**src/rtl/mem_port_arbiter.sv**
```systemverilog
// Shares one single-ported memory between instruction fetch (IF) and load/store (LS).
// LS wins ties; a saturating starvation count forces IF through after STARVE_MAX LS wins.
module mem_port_arbiter #(
  parameter int ADDR_W     = 32,
  parameter int DATA_W     = 32,
  parameter int STARVE_MAX = 4
) (
  input  logic                clk,
  input  logic                i_rst,
  input  logic                i_if_req,
  input  logic [ADDR_W-1:0]   i_if_addr,
  output logic                o_if_gnt,
  output logic                o_if_rvalid,
  output logic [DATA_W-1:0]   o_if_rdata,
  input  logic                i_ls_req,
  input  logic                i_ls_wen,
  input  logic [ADDR_W-1:0]   i_ls_addr,
  input  logic [DATA_W-1:0]   i_ls_wdata,
  input  logic [DATA_W/8-1:0] i_ls_mask,
  output logic                o_ls_gnt,
  output logic                o_ls_rvalid,
  output logic [DATA_W-1:0]   o_ls_rdata,
  output logic                o_mem_req,
  output logic                o_mem_wen,
  output logic [ADDR_W-1:0]   o_mem_addr,
  output logic [DATA_W-1:0]   o_mem_wdata,
  output logic [DATA_W/8-1:0] o_mem_mask,
  input  logic                i_mem_ready,
  input  logic                i_mem_rvalid,
  input  logic [DATA_W-1:0]   i_mem_rdata,
  output logic                o_busy,
  output logic                o_err
);

  localparam int MASK_W = DATA_W / 8;
  localparam int CNT_W  = (STARVE_MAX < 2) ? 1 : $clog2(STARVE_MAX + 1);
  localparam logic [CNT_W-1:0] STARVE_LIM = CNT_W'(STARVE_MAX);

  typedef enum logic [1:0] {
    IDLE      = 2'd0,
    ISSUE     = 2'd1,
    WAIT_RESP = 2'd2
  } state_t;

  function automatic logic [CNT_W-1:0] starve_sat_inc(input logic [CNT_W-1:0] cnt);
    if (cnt >= STARVE_LIM) begin
      return STARVE_LIM;
    end
    return cnt + 1'b1;
  endfunction

  state_t             state_q;
  state_t             state_d;
  logic               owner_ls_p0;
  logic               owner_ls_d;
  logic [CNT_W-1:0]   starve_q;
  logic [CNT_W-1:0]   starve_d;
  logic               gnt_if;
  logic               gnt_ls;
  logic               issue_accept;
  logic               resp_take;
  logic               err_q;

  logic               cap_wen_p0;
  logic [ADDR_W-1:0]  cap_addr_p0;
  logic [DATA_W-1:0]  cap_wdata_p0;
  logic [MASK_W-1:0]  cap_mask_p0;

  logic               if_rvalid_p1;
  logic [DATA_W-1:0]  if_rdata_p1;
  logic               ls_rvalid_p1;
  logic [DATA_W-1:0]  ls_rdata_p1;

  assign issue_accept = (state_q == ISSUE) && i_mem_ready;
  assign resp_take    = (state_q == WAIT_RESP) && i_mem_rvalid;

  // Arbitration and next-state: decision made combinationally while IDLE
  always_comb begin
    state_d    = state_q;
    owner_ls_d = owner_ls_p0;
    starve_d   = starve_q;
    gnt_if     = 1'b0;
    gnt_ls     = 1'b0;
    case (state_q)
      IDLE: begin
        if (i_ls_req && (!i_if_req || (starve_q != STARVE_LIM))) begin
          gnt_ls = 1'b1;
        end else if (i_if_req) begin
          gnt_if = 1'b1;
        end
        if (gnt_ls) begin
          state_d    = ISSUE;
          owner_ls_d = 1'b1;
        end else if (gnt_if) begin
          state_d    = ISSUE;
          owner_ls_d = 1'b0;
        end
        if (!i_if_req || gnt_if) begin
          starve_d = '0;
        end else if (gnt_ls) begin
          starve_d = starve_sat_inc(starve_q);
        end
      end
      ISSUE: begin
        if (i_mem_ready) begin
          state_d = cap_wen_p0 ? IDLE : WAIT_RESP;
        end
      end
      WAIT_RESP: begin
        if (i_mem_rvalid) begin
          state_d = IDLE;
        end
      end
      default: begin
        state_d = IDLE;
      end
    endcase
  end

  always_ff @(posedge clk or negedge i_rst) begin
    if (!i_rst) begin
      state_q     <= IDLE;
      owner_ls_p0 <= 1'b0;
      starve_q    <= '0;
      err_q       <= 1'b0;
    end else begin
      state_q     <= state_d;
      owner_ls_p0 <= owner_ls_d;
      starve_q    <= starve_d;
      if (i_mem_rvalid && (state_q != WAIT_RESP)) begin
        err_q <= 1'b1;
      end
    end
  end

  // Capture stage: request fields latched on the granting edge
  always_ff @(posedge clk) begin
    if (gnt_ls) begin
      cap_wen_p0   <= i_ls_wen;
      cap_addr_p0  <= i_ls_addr;
      cap_wdata_p0 <= i_ls_wdata;
      cap_mask_p0  <= i_ls_mask;
    end else if (gnt_if) begin
      cap_wen_p0   <= 1'b0;
      cap_addr_p0  <= i_if_addr;
      cap_wdata_p0 <= '0;
      cap_mask_p0  <= '1;
    end
  end

  // Response stage: completion routed to the owner one cycle later
  always_ff @(posedge clk or negedge i_rst) begin
    if (!i_rst) begin
      if_rvalid_p1 <= 1'b0;
      ls_rvalid_p1 <= 1'b0;
      if_rdata_p1  <= '0;
      ls_rdata_p1  <= '0;
    end else begin
      if_rvalid_p1 <= resp_take && !owner_ls_p0;
      ls_rvalid_p1 <= (resp_take && owner_ls_p0) || (issue_accept && cap_wen_p0);
      if (resp_take && !owner_ls_p0) begin
        if_rdata_p1 <= i_mem_rdata;
      end
      if (resp_take && owner_ls_p0) begin
        ls_rdata_p1 <= i_mem_rdata;
      end else if (issue_accept && cap_wen_p0) begin
        ls_rdata_p1 <= '0;
      end
    end
  end

  // Grants are suppressed while reset is asserted so nothing is handed out mid-reset
  assign o_if_gnt    = gnt_if && i_rst;
  assign o_ls_gnt    = gnt_ls && i_rst;
  assign o_if_rvalid = if_rvalid_p1;
  assign o_if_rdata  = if_rdata_p1;
  assign o_ls_rvalid = ls_rvalid_p1;
  assign o_ls_rdata  = ls_rdata_p1;

  assign o_mem_req   = (state_q == ISSUE);
  assign o_mem_wen   = o_mem_req && cap_wen_p0;
  assign o_mem_addr  = o_mem_req ? cap_addr_p0  : '0;
  assign o_mem_wdata = o_mem_req ? cap_wdata_p0 : '0;
  assign o_mem_mask  = o_mem_req ? cap_mask_p0  : '0;

  assign o_busy = (state_q != IDLE);
  assign o_err  = err_q;

endmodule

```
**config.mk**
```make
export PLATFORM = sky130hd
export DESIGN_NAME = mem_port_arbiter
export DESIGN_NICKNAME = d
export VERILOG_FILES = /design/src/rtl/mem_port_arbiter.sv
export SDC_FILE = /design/constraint.sdc
export NUM_CORES = 1
export LEC_CHECK = 0
export ABC_AREA = 1
export BUFFER_PORTS_ARGS = -buffer_cell sky130_fd_sc_hd__clkbuf_2
export CORE_MARGIN = 2
export CORE_UTILIZATION = 40
export DETAILED_ROUTE_END_ITERATION = 6
export PLACE_DENSITY = 0.79
export SETUP_SLACK_MARGIN = 0.15
export SYNTH_ARGS = -nofsm -noshare
export SYNTH_HDL_FRONTEND = slang
export SYNTH_SLANG_ARGS = --single-unit
```
**constraint.sdc**
```tcl
create_clock -name clk -period 3.4 [get_ports clk]
set_clock_uncertainty 0.2 [all_clocks]
set_input_delay 0.68 -clock clk [delete_from_list [all_inputs] [get_ports clk]]
set_output_delay 0.68 -clock clk [all_outputs]
set_load 0.03 [all_outputs]
```
== Word-level counts from Yosys, hierarchy flattened ==
Index checks and enable logic that the tools add are counted.

* Bits in registers: 142
* Word-level logic and storage cells: 81
* Input port bits: 139
* Output and inout bits: 140

* Reduce and logical (&&, ||, !) cells: 24
* Equal/unequal tests: 7
* Add/subtract/negate cells: 1
* Order comparisons: 1
* Muxes and demuxes: 36

{| class="wikitable"
|+ Operator list
! kind !! number
|-
| two-way mux 32 bit || 8
|-
| two-way mux 1 bit || 15
|-
| two-way mux 3 bit || 4
|-
| two-way mux 4 bit || 3
|-
| logical AND 1 bit || 10
|-
| two-way mux 2 bit || 5
|-
| nonzero test 2 bit || 5
|-
| inequality test 3 bit, second input constant || 2
|-
| one-hot mux 2 bit (3 select lines) || 1
|-
| inequality test 2 bit, second input constant || 2
|-
| AND reduction 2 bit || 2
|-
| adder 3 x 1 -> 3 bit, second input constant || 1
|-
| greater-or-equal comparator 3 bit, second input constant || 1
|-
| logical OR 1 bit || 3
|-
| AND reduction 3 bit || 1
|-
| equality test 2 x 1 -> 1 bit, second input constant || 1
|-
| equality test 2 bit, second input constant || 1
|-
| zero test 1 bit || 2
|-
| zero test 2 bit || 1
|-
| inequality test 2 x 1 -> 1 bit, second input constant || 1
|}

== Depth between registers and ports, before layout ==
* Word-level depth: 11
* Gate-level depth with buffers: 7
* Gate-level depth less buffers: 7

== Worst setup path after synthesis ==
No wires, ideal clock.

* Kind: in2reg
* Start: input port i_ls_req
* End: register cap_addr_p0[0], enable pin
* Setup time: 0.423 ns
* Stages: 3
* Data arrival time: 2.468 ns
* Buffers on the path: 1
* Data required time: 2.777 ns
* Setup slack: 0.309 ns
* Cells stage by stage: clkbuf_1 o21ai_0 inv_1

* Longest elaborated chain between the ends: 5
* Elaborated cells between the ends (all ways): 8
* Classes of those cells: 6 x mux; 2 x reduce/logical

{| class="wikitable"
|+ RTL lines
! what !! line !! source
|-
| start, declared || 15 || <nowiki>input logic i_ls_req,</nowiki>
|-
| logical AND 1 bit (*) || 86 || <nowiki>if (i_ls_req && (!i_if_req || (starve_q != STARVE_LIM))) begin</nowiki>
|-
| two-way mux 1 bit || 86 ||
|-
| two-way mux 1 bit (2 in a row) || 84 || <nowiki>case (state_q)</nowiki>
|-
| nonzero test 2 bit (no source line) (*) || n/a ||
|-
| end signal, assigned || 140 || <nowiki>cap_addr_p0 <= i_ls_addr;</nowiki>
|-
| end signal, assigned || 145 || <nowiki>cap_addr_p0 <= i_if_addr;</nowiki>
|-
| end, declared || 65 || <nowiki>logic [ADDR_W-1:0] cap_addr_p0;</nowiki>
|}

Every way passes the cells marked *; elsewhere a longest branch is shown, timed or not. The select of a mux whose other input is x is not followed.
A chain may end at the register's enable or synchronous reset.

== Final worst setup path ==
* Start: register state_q[0]
* End: output port o_mem_wdata[27]

* Longest elaborated chain between the ends: 2

{| class="wikitable"
|+ RTL lines
! what !! line !! source
|-
| start, declared || 52 || <nowiki>state_t state_q;</nowiki>
|-
| start signal, assigned || 127 || <nowiki>state_q <= state_d;</nowiki>
|-
| equality test 2 x 1 -> 1 bit || 180 || <nowiki>assign o_mem_req = (state_q == ISSUE);</nowiki>
|-
| two-way mux 32 bit || 183 || <nowiki>assign o_mem_wdata = o_mem_req ? cap_wdata_p0 : '0;</nowiki>
|-
| end, declared || 26 || <nowiki>output logic [DATA_W-1:0] o_mem_wdata,</nowiki>
|}

No other way between the ends.

==> out/results.md <==
| Parameter | Value |
|:---|:---|
| Number of enable flip-flop cells after synthesis | 69 |
| Number of buffers added to fix hold violations after cts | 0 |
| Non-filler cells in the finished layout | 1229 |
| Largest cells by area after synthesis | edfxtp_1 (32%), dfrtp_1 (28%), nand2_1 (10%) |
| Worst hold path class | in -> async |
| Proportion of synthesized chip area in sequential cells | 59.8% |
| Leak | 4.87 nW |
| Input/output buffers | 278 |
| ANT cells | 0 |
| Tmin final | 2.94 ns |
| Reg2reg setup slack | 1.08 ns |
| Antenna violations before repair | 0 |
| Pins Over Slew Limit | 0 |
| Mean instance size in the synthesized netlist | 8.78 um^2 |
| Wire length per cell | 14.5 um |
| Peak Freq | 0.340 GHz |
| Peak supply drop | 0.000580 V |
| Reg-to-reg critical path endpoint | cap_addr_p0[10] |
| Crit path capture type | output port |
| Most numerous cell in the Yosys netlist | nand2_1 |
| Number of warnings reported in the yosys synthesis log | 0 |
| Clock insertion delay at the later pin of the skew report | 0.42 ns |
| Depth of the worst register-to-register path | 5 |
| Die outline area | 0.0173 mm^2 |
| Effective utilization at floorplan | 41.1% |
| Req. time, crit path | 2.52 ns |
| Setup TNS after final layout | 0 ns |
| Clock net sink count | 142 |
| Number of nets at the end of the flow | 1141 |
| DR iter-0 viols | 355 |
| Type of the worst setup path | reg -> out |
| Number of nets produced by synthesis | 884 |
| Horizontal die dimension | 132 um |
| H-tree levels | 4 |
| Core Util, Final | 54.8% |
| Slew at the pin closest to its max-slew limit | 0.682 ns |
| Count of standard-cell rows | 46 |
| Total DRC errors in the routed layout | 0 |
| Number of max-cap violations | 0 |
| Most used standard cells in the synthesized netlist | nand2_1 (173), inv_1 (114), nor2_1 (107) |
| Fraction of post-synthesis cell area in the top cell type by area | 31.8% |
| Number of hold violations in the final report | 0 |
| Highest fanout seen on the critical path | 51 |
| Area grow syn2layout | 33.4% |
| Flip-flop and latch count after synthesis | 142 |
| IO Pins | 279 |
| Clock tree from TritonCTS | done |
| Unrepaired setup endpoints after global routing | no |
| Outcome | finished, final reports clean |
| Switching fraction of total power | 44.2% |
| Vias in the first global route | 5578 |
| Reg-to-Reg Start | state_q[0] |
| Root cell of the clock tree | clkbuf_16 |
| Pin count of the biggest net entering global routing | 71 |
| Fraction of final layout cells sized beyond drive strength 1 | 32.4% |
| GRT Resource Usage Total | 20.6% |
| Clock transition time at the flip-flop clock pins of the worst setup and hold paths | 0.06 ns |
| Ratio of total power to cell area | 956 mW/mm^2 |
| Number of vias after detailed routing | 5896 |
| Leftover overflow at the end of global routing | 0 |
| Final clock period utilization by the worst path | 86.6% |
| Maximum buffer depth of the clock tree | 2 |
| DIE HEIGHT | 132 um |
| Area post-placement | 0.00808 mm^2 |
| Number of clock buffers inserted by TritonCTS | 17 |
| Element type at the critical path start | flop |
| Primary FF master, synth | dfrtp_1 |
| Std-Cell Core Area | 0.0159 mm^2 |
| Count of unique library cells instantiated by Yosys | 20 |
| Total iterations of the first detailed-routing run | 5 |
| Number of failing setup endpoints in the final timing report | 0 |
| Crit path DAT | 2.06 ns |
| Async set-reset flop share out of synthesis | 51.4% |
| Portion of total power attributed to the clock network | 23.2% |
| Combinational power share | 43.3% |
| Seq pwr share | 33.5% |
| Vias per cell | 4.80 |
| Synth area leader | edfxtp_1 |
| Relative slew slack | 54.4% |
| Global-route wire length before repair | 28.5 mm |
| Half-perimeter wire length after placement | 12.7 mm |
| Internal Power | 4.65 mW |
| Net switching component of the power | 3.68 mW |
| Final weighted congestion of routability-driven global placement | 0.838 |
| Total standard cell area after synthesis | 0.00652 mm^2 |
| Number of nets with antenna violations after detailed routing | 0 |
| Layout Cell Area excl Fill | 0.00870 mm^2 |
| Sum of routed wire length over all layers | 17.8 mm |
| Cell count after placement | 1197 |
| Number of standard cells after synthesis | 743 |
## power groups by stage
stage	Clock [mW]	Sequential, mW	Combinational [mW]
floorplan	0	3.33	1.95
global placement	0	2.79	3.58
detailed placement	0	2.82	3.63
CTS	1.97	2.79	3.64
global route	2.05	2.85	3.89
finish	1.93	2.79	3.60
## worst max path at each step
stage	from	endpoint	depth (start not counted)
final	state_q[0]	o_mem_wdata[27]	6
after global routing	state_q[0]	o_mem_wdata[27]	6
after CTS	state_q[0]	o_mem_wdata[27]	6
after detailed placement	state_q[0]	o_mem_wdata[27]	6
after global placement	state_q[0]	o_mem_addr[30]	6
after floorplan	i_ls_req	cap_addr_p0[0]	3
## cells by family (layout without fill, tap and decap cells)
| kind of cell | Yosys count | in the layout | share of synthesized area (%) |
|---|---|---|---|
| AND/OR/NAND/NOR | 422 | 422 | 29.1 |
| flip-flops | 142 | 142 | 59.8 |
| buffers and inverters | 171 | 441 | 10.3 |
| adder cells (fa/ha/maj) | 2 | 2 | 0.384 |
| AO/OA/AOI/OAI | 6 | 6 | 0.498 |
## timing repair
action                     in CTS  in global routing
resized for setup               0                  2
setup buffers                   0                  0
setup endpoints to repair       0                 21
## registers in the layout, indices dropped and copies added (netlist names)
signal / count
cap_mask_p0: 4
state_q: 2
o_ls_rvalid: 1
starve_q: 3
cap_wdata_p0: 32
o_if_rdata: 32
o_if_rvalid: 1
o_err: 1
cap_addr_p0: 32
o_ls_rdata: 32
owner_ls_p0: 1
cap_wen_p0: 1
## final cells by class
cell class	count	area, um^2
fill	1438	7180
sequential	142	3900
multi-input combinational	430	1960
timing repair buffer	293	1520
clock buffer	20	447
inverter	116	438
tap	216	270
clock inverter	12	169
## layout by cell type, fill, tap and decap left out
master      Yosys  final
clkbuf_2        0    277
nand2_1       173    173
inv_1         114    113
nor2_1        107    106
nand4_1        98     98
dfrtp_1        73     73
edfxtp_1       69     69
nand3_1        38     38
clkbuf_16       0     17
buf_4           0     15
bufinv_16       0      4
o21ai_0         3      3
or2_1           3      3
clkinvlp_4      0      3
inv_2           2      2
ha_1            2      2
clkbuf_1       29      2
clkinv_2        0      2
clkinv_1        0      2
nor2_2          1      1
nand3_2         1      1
inv_4           0      1
nor2_4          0      1
o21ai_1         1      1
a21oi_1         1      1
or2_2           1      1
o21bai_1        1      1
clkinv_4        0      1
clkbuf_8        0      1
buf_12          0      1
## per-layer routing
metal / track usage (%) / part of all wire, % / vias up
li1: - / - / 2909
met1: 26.1 / 42 / 2699
met2: 34.6 / 50 / 266
met3: 5.48 / 6.9 / 22
met4: 6.76 / 1.6 / 0
met5: 0 / 0 / -
## critical path: stages, from the launching register on
cell and delay (ns):
dfrtp_1 0.44, inv_1 0.08, nor2_1 0.25, inv_4 0.24
buf_4 0.28, nor2_1 0.12, clkbuf_2 0.22
## per-stage QoR
stage / setup WS (ns) / power [mW] / hold slack [ns]
global placement: 0.687 / 6.37 / 0.253
floorplan: 0.309 / 5.28 / 0.184
detailed placement: 0.616 / 6.44 / 0.259
finish: 0.457 / 8.32 / 0.106
CTS: 0.170 / 8.39 / 0.0969
global route: 0.297 / 8.79 / 0.132
(Power assumes the default switching activity.)
